File: src/rtl/ram_arbiter_pkg.sv
// Shared constants and types for the two-port RAM arbiter.
// RAM op codes, FSM states, port ids and the issue bundle.
package ram_arbiter_pkg;

    localparam int MEM_SIZE = 4096;

    localparam logic [1:0] RAM_NONE  = 2'b00;
    localparam logic [1:0] RAM_READ  = 2'b01;
    localparam logic [1:0] RAM_WRITE = 2'b10;

    typedef enum logic [1:0] {
        IDLE   = 2'd0,
        ACCESS = 2'd1,
        DONE   = 2'd2
    } state_t;

    typedef enum logic {
        PORT_F = 1'b0,
        PORT_D = 1'b1
    } port_t;

    typedef struct packed {
        logic [1:0]  op;
        logic [31:0] addr;
        logic [31:0] wdata;
    } issue_t;

endpackage

File: src/rtl/ram_arb_pick.sv
// Combinational winner select between fetch (F) and data (D).
// RAM_ARB_RR_EN: round-robin on ties; otherwise D has fixed priority.
module ram_arb_pick
    import ram_arbiter_pkg::*;
(
    input  logic  f_req,
    input  logic  d_req,
`ifdef RAM_ARB_RR_EN
    input  port_t last_grant,
`endif
    output logic  grant_vld,
    output port_t grant
);

    always_comb begin
        grant_vld = f_req | d_req;
        grant     = PORT_D;
        unique case (1'b1)
            (f_req & ~d_req): grant = PORT_F;
            (d_req & ~f_req): grant = PORT_D;
            default: begin
`ifdef RAM_ARB_RR_EN
                grant = (last_grant == PORT_F) ? PORT_D : PORT_F;
`else
                grant = PORT_D;
`endif
            end
        endcase
    end

endmodule

File: src/rtl/ram_arbiter.sv
// Two-port arbiter/sequencer sharing one RAM port between F and D.
// Optional RAM_ARB_RR_EN selects round-robin arbitration.
module ram_arbiter
    import ram_arbiter_pkg::*;
#(
    parameter int MEM_SIZE = ram_arbiter_pkg::MEM_SIZE
) (
    input  logic        i_clk,
    input  logic        i_rst_n,
    input  logic        i_f_req,
    input  logic [31:0] i_f_addr,
    output logic        o_f_ack,
    output logic [31:0] o_f_rdata,
    output logic        o_f_err,
    input  logic        i_d_req,
    input  logic        i_d_we,
    input  logic [31:0] i_d_addr,
    input  logic [31:0] i_d_wdata,
    output logic        o_d_ack,
    output logic [31:0] o_d_rdata,
    output logic        o_d_err,
    output logic [1:0]  o_ram_do,
    output logic [31:0] o_ram_addr,
    output logic [31:0] o_ram_val,
    input  logic [31:0] i_ram_val
);

    state_t      state, state_nx;
    issue_t      iss;
    port_t       who;
    port_t       grant;
    logic        grant_vld;
    logic        legal;
    logic [31:0] f_rdata_q, d_rdata_q;
    logic        f_err_q, d_err_q;

`ifdef RAM_ARB_RR_EN
    port_t       last_q;
`endif

    ram_arb_pick u_pick (
        .f_req      (i_f_req),
        .d_req      (i_d_req),
`ifdef RAM_ARB_RR_EN
        .last_grant (last_q),
`endif
        .grant_vld  (grant_vld),
        .grant      (grant)
    );

    // Unsigned 32-bit compare, so addresses near 2^32 stay illegal.
    assign legal = (iss.addr <= 32'(MEM_SIZE - 4));

    always_comb begin
        state_nx = state;
        unique case (state)
            IDLE:    if (grant_vld) state_nx = ACCESS;
            ACCESS:  state_nx = DONE;
            DONE:    state_nx = IDLE;
            default: state_nx = IDLE;
        endcase
    end

    always_comb begin
        o_ram_do   = RAM_NONE;
        o_ram_addr = iss.addr;
        o_ram_val  = iss.wdata;
        o_f_ack    = 1'b0;
        o_d_ack    = 1'b0;
        o_f_rdata  = f_rdata_q;
        o_d_rdata  = d_rdata_q;
        o_f_err    = f_err_q;
        o_d_err    = d_err_q;
        if (state == ACCESS && legal) o_ram_do = iss.op;
        if (state == DONE) begin
            o_f_ack = (who == PORT_F);
            o_d_ack = (who == PORT_D);
        end
    end

    always_ff @(posedge i_clk or negedge i_rst_n) begin
        if (!i_rst_n) begin
            state     <= IDLE;
            iss       <= '0;
            who       <= PORT_F;
            f_rdata_q <= '0;
            d_rdata_q <= '0;
            f_err_q   <= 1'b0;
            d_err_q   <= 1'b0;
`ifdef RAM_ARB_RR_EN
            last_q    <= PORT_F;
`endif
        end else begin
            state <= state_nx;
            if (state == IDLE && grant_vld) begin
                who <= grant;
`ifdef RAM_ARB_RR_EN
                last_q <= grant;
`endif
                if (grant == PORT_D) begin
                    iss.op    <= i_d_we ? RAM_WRITE : RAM_READ;
                    iss.addr  <= i_d_addr;
                    iss.wdata <= i_d_wdata;
                end else begin
                    iss.op   <= RAM_READ;
                    iss.addr <= i_f_addr;
                end
            end
            if (state == ACCESS) begin
                if (who == PORT_F) begin
                    f_err_q <= ~legal;
                    if (!legal) f_rdata_q <= '0;
                    else if (iss.op == RAM_READ) f_rdata_q <= i_ram_val;
                end else begin
                    d_err_q <= ~legal;
                    if (!legal) d_rdata_q <= '0;
                    else if (iss.op == RAM_READ) d_rdata_q <= i_ram_val;
                end
            end
        end
    end

endmodule

File: config.mk
export PLATFORM = sky130hd
export DESIGN_NAME = ram_arbiter
export DESIGN_NICKNAME = d
export VERILOG_FILES = /design/src/rtl/ram_arbiter_pkg.sv /design/src/rtl/ram_arb_pick.sv /design/src/rtl/ram_arbiter.sv
export SDC_FILE = /design/constraint.sdc
export NUM_CORES = 1
export LEC_CHECK = 0
export BUFFER_PORTS_ARGS = -buffer_cell sky130_fd_sc_hd__clkbuf_2
export CORE_MARGIN = 4
export CORE_UTILIZATION = 45
export DETAILED_ROUTE_END_ITERATION = 16
export PLACE_DENSITY = 0.86
export SYNTH_ARGS = -nofsm -noshare
export SYNTH_HDL_FRONTEND = slang
export SYNTH_SLANG_ARGS = --single-unit
File: constraint.sdc
create_clock -name i_clk -period 1.86 [get_ports i_clk]
set_input_delay 0.093 -clock i_clk [delete_from_list [all_inputs] [get_ports i_clk]]
set_output_delay 0.093 -clock i_clk [all_outputs]
set_load 0.1 [all_outputs]
==> results_dict.tcl <==
set metrics [dict create \
    outcome "finished with violations" \
    violations "negative setup slack" \
    clk_pin_slew_ns 0.06 \
    synth.distinct_cells 32 \
    fin_skew_ns 0.008921 \
    multi_input_area_sq_um 1968 \
    grt_max_degree 69 \
    crit_family "simple AND/OR/NAND/NOR gates" \
    layout_commonest_cell "clkbuf_2" \
    via_count 5506 \
    postLayoutCellArea_sq_um 9420 \
    drtAntennaViolNets 0 \
    core_sq_um 12770 \
    route.detailed.drc 0 \
    pwr-share-seq_pct 24.9 \
    htree_levels 4 \
    drt-met1-wl_mm 7.368 \
    die_x_um 123.1 \
    port_buffers 266 \
    crit_required_ns 1.77 \
    power.density_nw_per_um2 1834 \
    wl_mm 20.97 \
    root_buffer "clkbuf_16" \
    setup_viol 66 \
    seq_area_sq_um 3378 \
    switchingPower_w 0.009224 \
    p_sw_share_pct 53.39 \
    cpPeakStageDelay_ns 0.41 \
    detailed_place.area_sq_um 7154 \
    num-nets-final 947 \
    worst-path-buf-inv 1 \
    leakage_nw 4.659 \
    yosys_warnings 0 \
    clock_latency_ns 0.41 \
    cp.arrival_ns 2.01 \
    first_global_vias 5921 \
    synth_nets 597 \
    synth_seq_cells 135 \
    cts_tree "yes" \
    slew_headroom_pct 39.24 \
    cp-start-kind "flop" \
    synth_top_area_cell "dfrtp_1" \
    track_usage_pct 27.01 \
    min_delay_path_depth 3 \
    hold_violations 0 \
    met2_length_mm 10.70 \
    overflow 0 \
    drv_cap 0 \
    hold_start "i_d_addr[16]" \
    dr.max_layer_used "met4" \
    dr.pass1.iters 6 \
    worst_r2r_endpoint "o_d_rdata[25]" \
    pwr-share-clk_pct 20.4 \
    intPower_w 0.008051 \
    hp-class "in -> reg" \
    combPwrFrac_pct 54.7 \
    grt_pass1_wl_mm 30.94 \
    rsz0062_at_grt "true" \
    cts_buffer_depth 2 \
    clock-sinks 135 \
    syn_inst 464 \
    layout-drive-gt1-share_pct 43.65 \
    worst_pin_slew_ns 0.9080 \
    fin_util_pct 73.75 \
    die_area_sq_um 15160 \
    antenna_found_initial 0 \
    wl_per_cell_um 20.97 \
    fin_ws_ns -0.2391 \
    fill_cells 777 \
    min_period_ns 2.099 \
    vdd_ir_drop_max_v 0.001062 \
    met3_length_mm 1.718 \
    synth_area_sq_um 5964 \
    period_share_pct 112.9 \
    final_cell_mix "clkbuf_2, dfrtp_1, dlygate4sd3_1" \
    rrSetupSlack_ns -0.20 \
    slowest_stage "dfrtp_1" \
    ys_seq_area_share_pct 56.64 \
    cts_buffers 17 \
    slew_violations 0 \
    worstReg2RegStart "o_ram_addr[20]" \
    maxClockFrequency_mhz 476.4 \
    die_h_um 123.1 \
    crit_type "reg -> out" \
    synth.top_cell.area_share_pct 56.64 \
    area_growth_pct 57.94 \
    place_congestion 0.8580 \
    std_cell_rows 41 \
    path_max_fanout 3 \
    yosys-top-cells-area "dfrtp_1, a32o_1, buf_4" \
    worstSetupEndpointType "primary output" \
    pre_cts_slack_ns -0.09403 \
    num_io_pins 267 \
    r2r_cells 8 \
    holdPathEnd "o_ram_addr[16]" \
    routed_via_density 5.506 \
    initial_core_util_pct 46.69 \
    total_power_w 0.01727 \
    drt_iter0_markers 395 \
    synth.avg_cell_area_sq_um 12.85 \
    dp_hpwl_mm 11.28 \
    crit_chain "nor4_4 -> nand3_2 -> nor3_4 -> and3_4 -> buf_12" \
]
sequential cells by signal (all words and copies together), names as in the netlist:
name	flops
who	1
iss	2
state	2
o_ram_val	32
o_d_rdata	32
o_f_err	1
o_d_err	1
o_f_rdata	32
o_ram_addr	32
final cells by class:
cell class              instances  area share [%]
flip-flops and latches        135           35.86
repair buffers                431           34.20
well taps                     172           2.284
clock inverters                13           1.886
inverters                       1         0.03985
diodes                          1         0.02656
multi-input cells             228           20.89
clock buffers                  19           4.808
synthesized netlist by cell type (all sizes together):
library cell	instances
a21o	1
nor2b	2
o21ai	34
buf	84
clkbuf	16
nor3	2
a21oi	1
and3b	1
inv	1
nor2	2
o41ai	2
dfrtp	135
nand2	35
a22o	1
a2bb2oi	1
and2	3
mux2i	32
and3	3
nor4	5
nand4	2
a32o	64
and2b	2
o211ai	1
mux2	32
nand3	1
nor3b	1
through the flow:
| stage | setup TNS [ns] | hold slack [ns] | instances |
|---|---|---|---|
| 2_1_floorplan | 0 | -0.2026 | 464 |
| 3_3_place_gp | -2.743 | 0.1069 | 820 |
| 3_5_place_dp | -4.044 | 0.1199 | 820 |
| 4_1_cts | -6.212 | 0.001221 | 988 |
| 5_1_grt | -14.40 | 0.01902 | 999 |
| 6_report | -9.144 | 0.02421 | 1000 |
worst register-to-register path, delay by kind of cell, from the launching register on:
| family | cells | cell delay [ns] |
|---|---|---|
| AOI/OAI and AO/OA | 2 | 0.45 |
| DFF | 1 | 0.41 |
| buffers and inverters | 4 | 0.60 |
| and+or+nand+nor | 2 | 0.53 |
metal layers:
layer  GRT usage, %  vias to the layer above
met1          28.40                     2695
met4          17.44                        0
met3          8.143                      103
met2          46.79                      353
met5              0                        -
li1               -                     2355
how the worst max path moves through the flow:
stage                   start       endpoint  slack (ns)  depth (start not counted)
6_report       o_ram_addr[20]    o_ram_do[0]       -0.24                          5
5_1_grt        o_ram_addr[20]    o_ram_do[0]       -0.34                          5
4_1_cts        o_ram_addr[17]    o_ram_do[1]       -0.18                          5
3_5_place_dp   o_ram_addr[20]  o_d_rdata[26]       -0.09                          5
3_3_place_gp   o_ram_addr[20]   o_d_rdata[3]       -0.05                          5
2_1_floorplan  o_ram_addr[13]    o_ram_do[0]       0.004                          6
power by group through the flow:
| stage | sequential, W | combinational, W | clock [W] |
|---|---|---|---|
| detailed placement | 0.00429 | 0.00854 | 0 |
| finish | 0.00430 | 0.00944 | 0.00353 |
| global route | 0.00439 | 0.00976 | 0.00373 |
| floorplan | 0.00423 | 0.00798 | 0 |
| global placement | 0.00424 | 0.00846 | 0 |
| CTS | 0.00426 | 0.00921 | 0.00357 |
repair_timing:
| item | 4_1_cts | 5_1_grt |
|---|---|---|
| pin swaps | 8 | 9 |
| resized for setup | 5 | 23 |
| endpoints found under the setup margin | 68 | 68 |
| endpoints found under the hold margin | 263 | 0 |
| gates cloned | 4 | 6 |
| hold buffers | 124 | 0 |
| setup buffers | 8 | 9 |
cells by family (layout without fill, tap and decap cells):
group / after synthesis / count (layout) / share of synthesized area [%]
and+or+nand+nor: 59 / 59 / 5.308
other: 0 / 1 / 0
AOI/OAI and AO/OA: 105 / 105 / 15.15
DFF: 135 / 135 / 56.64
muxes: 64 / 64 / 11.41
buffers and inverters: 101 / 464 / 11.50
(Power assumes the default switching activity.)
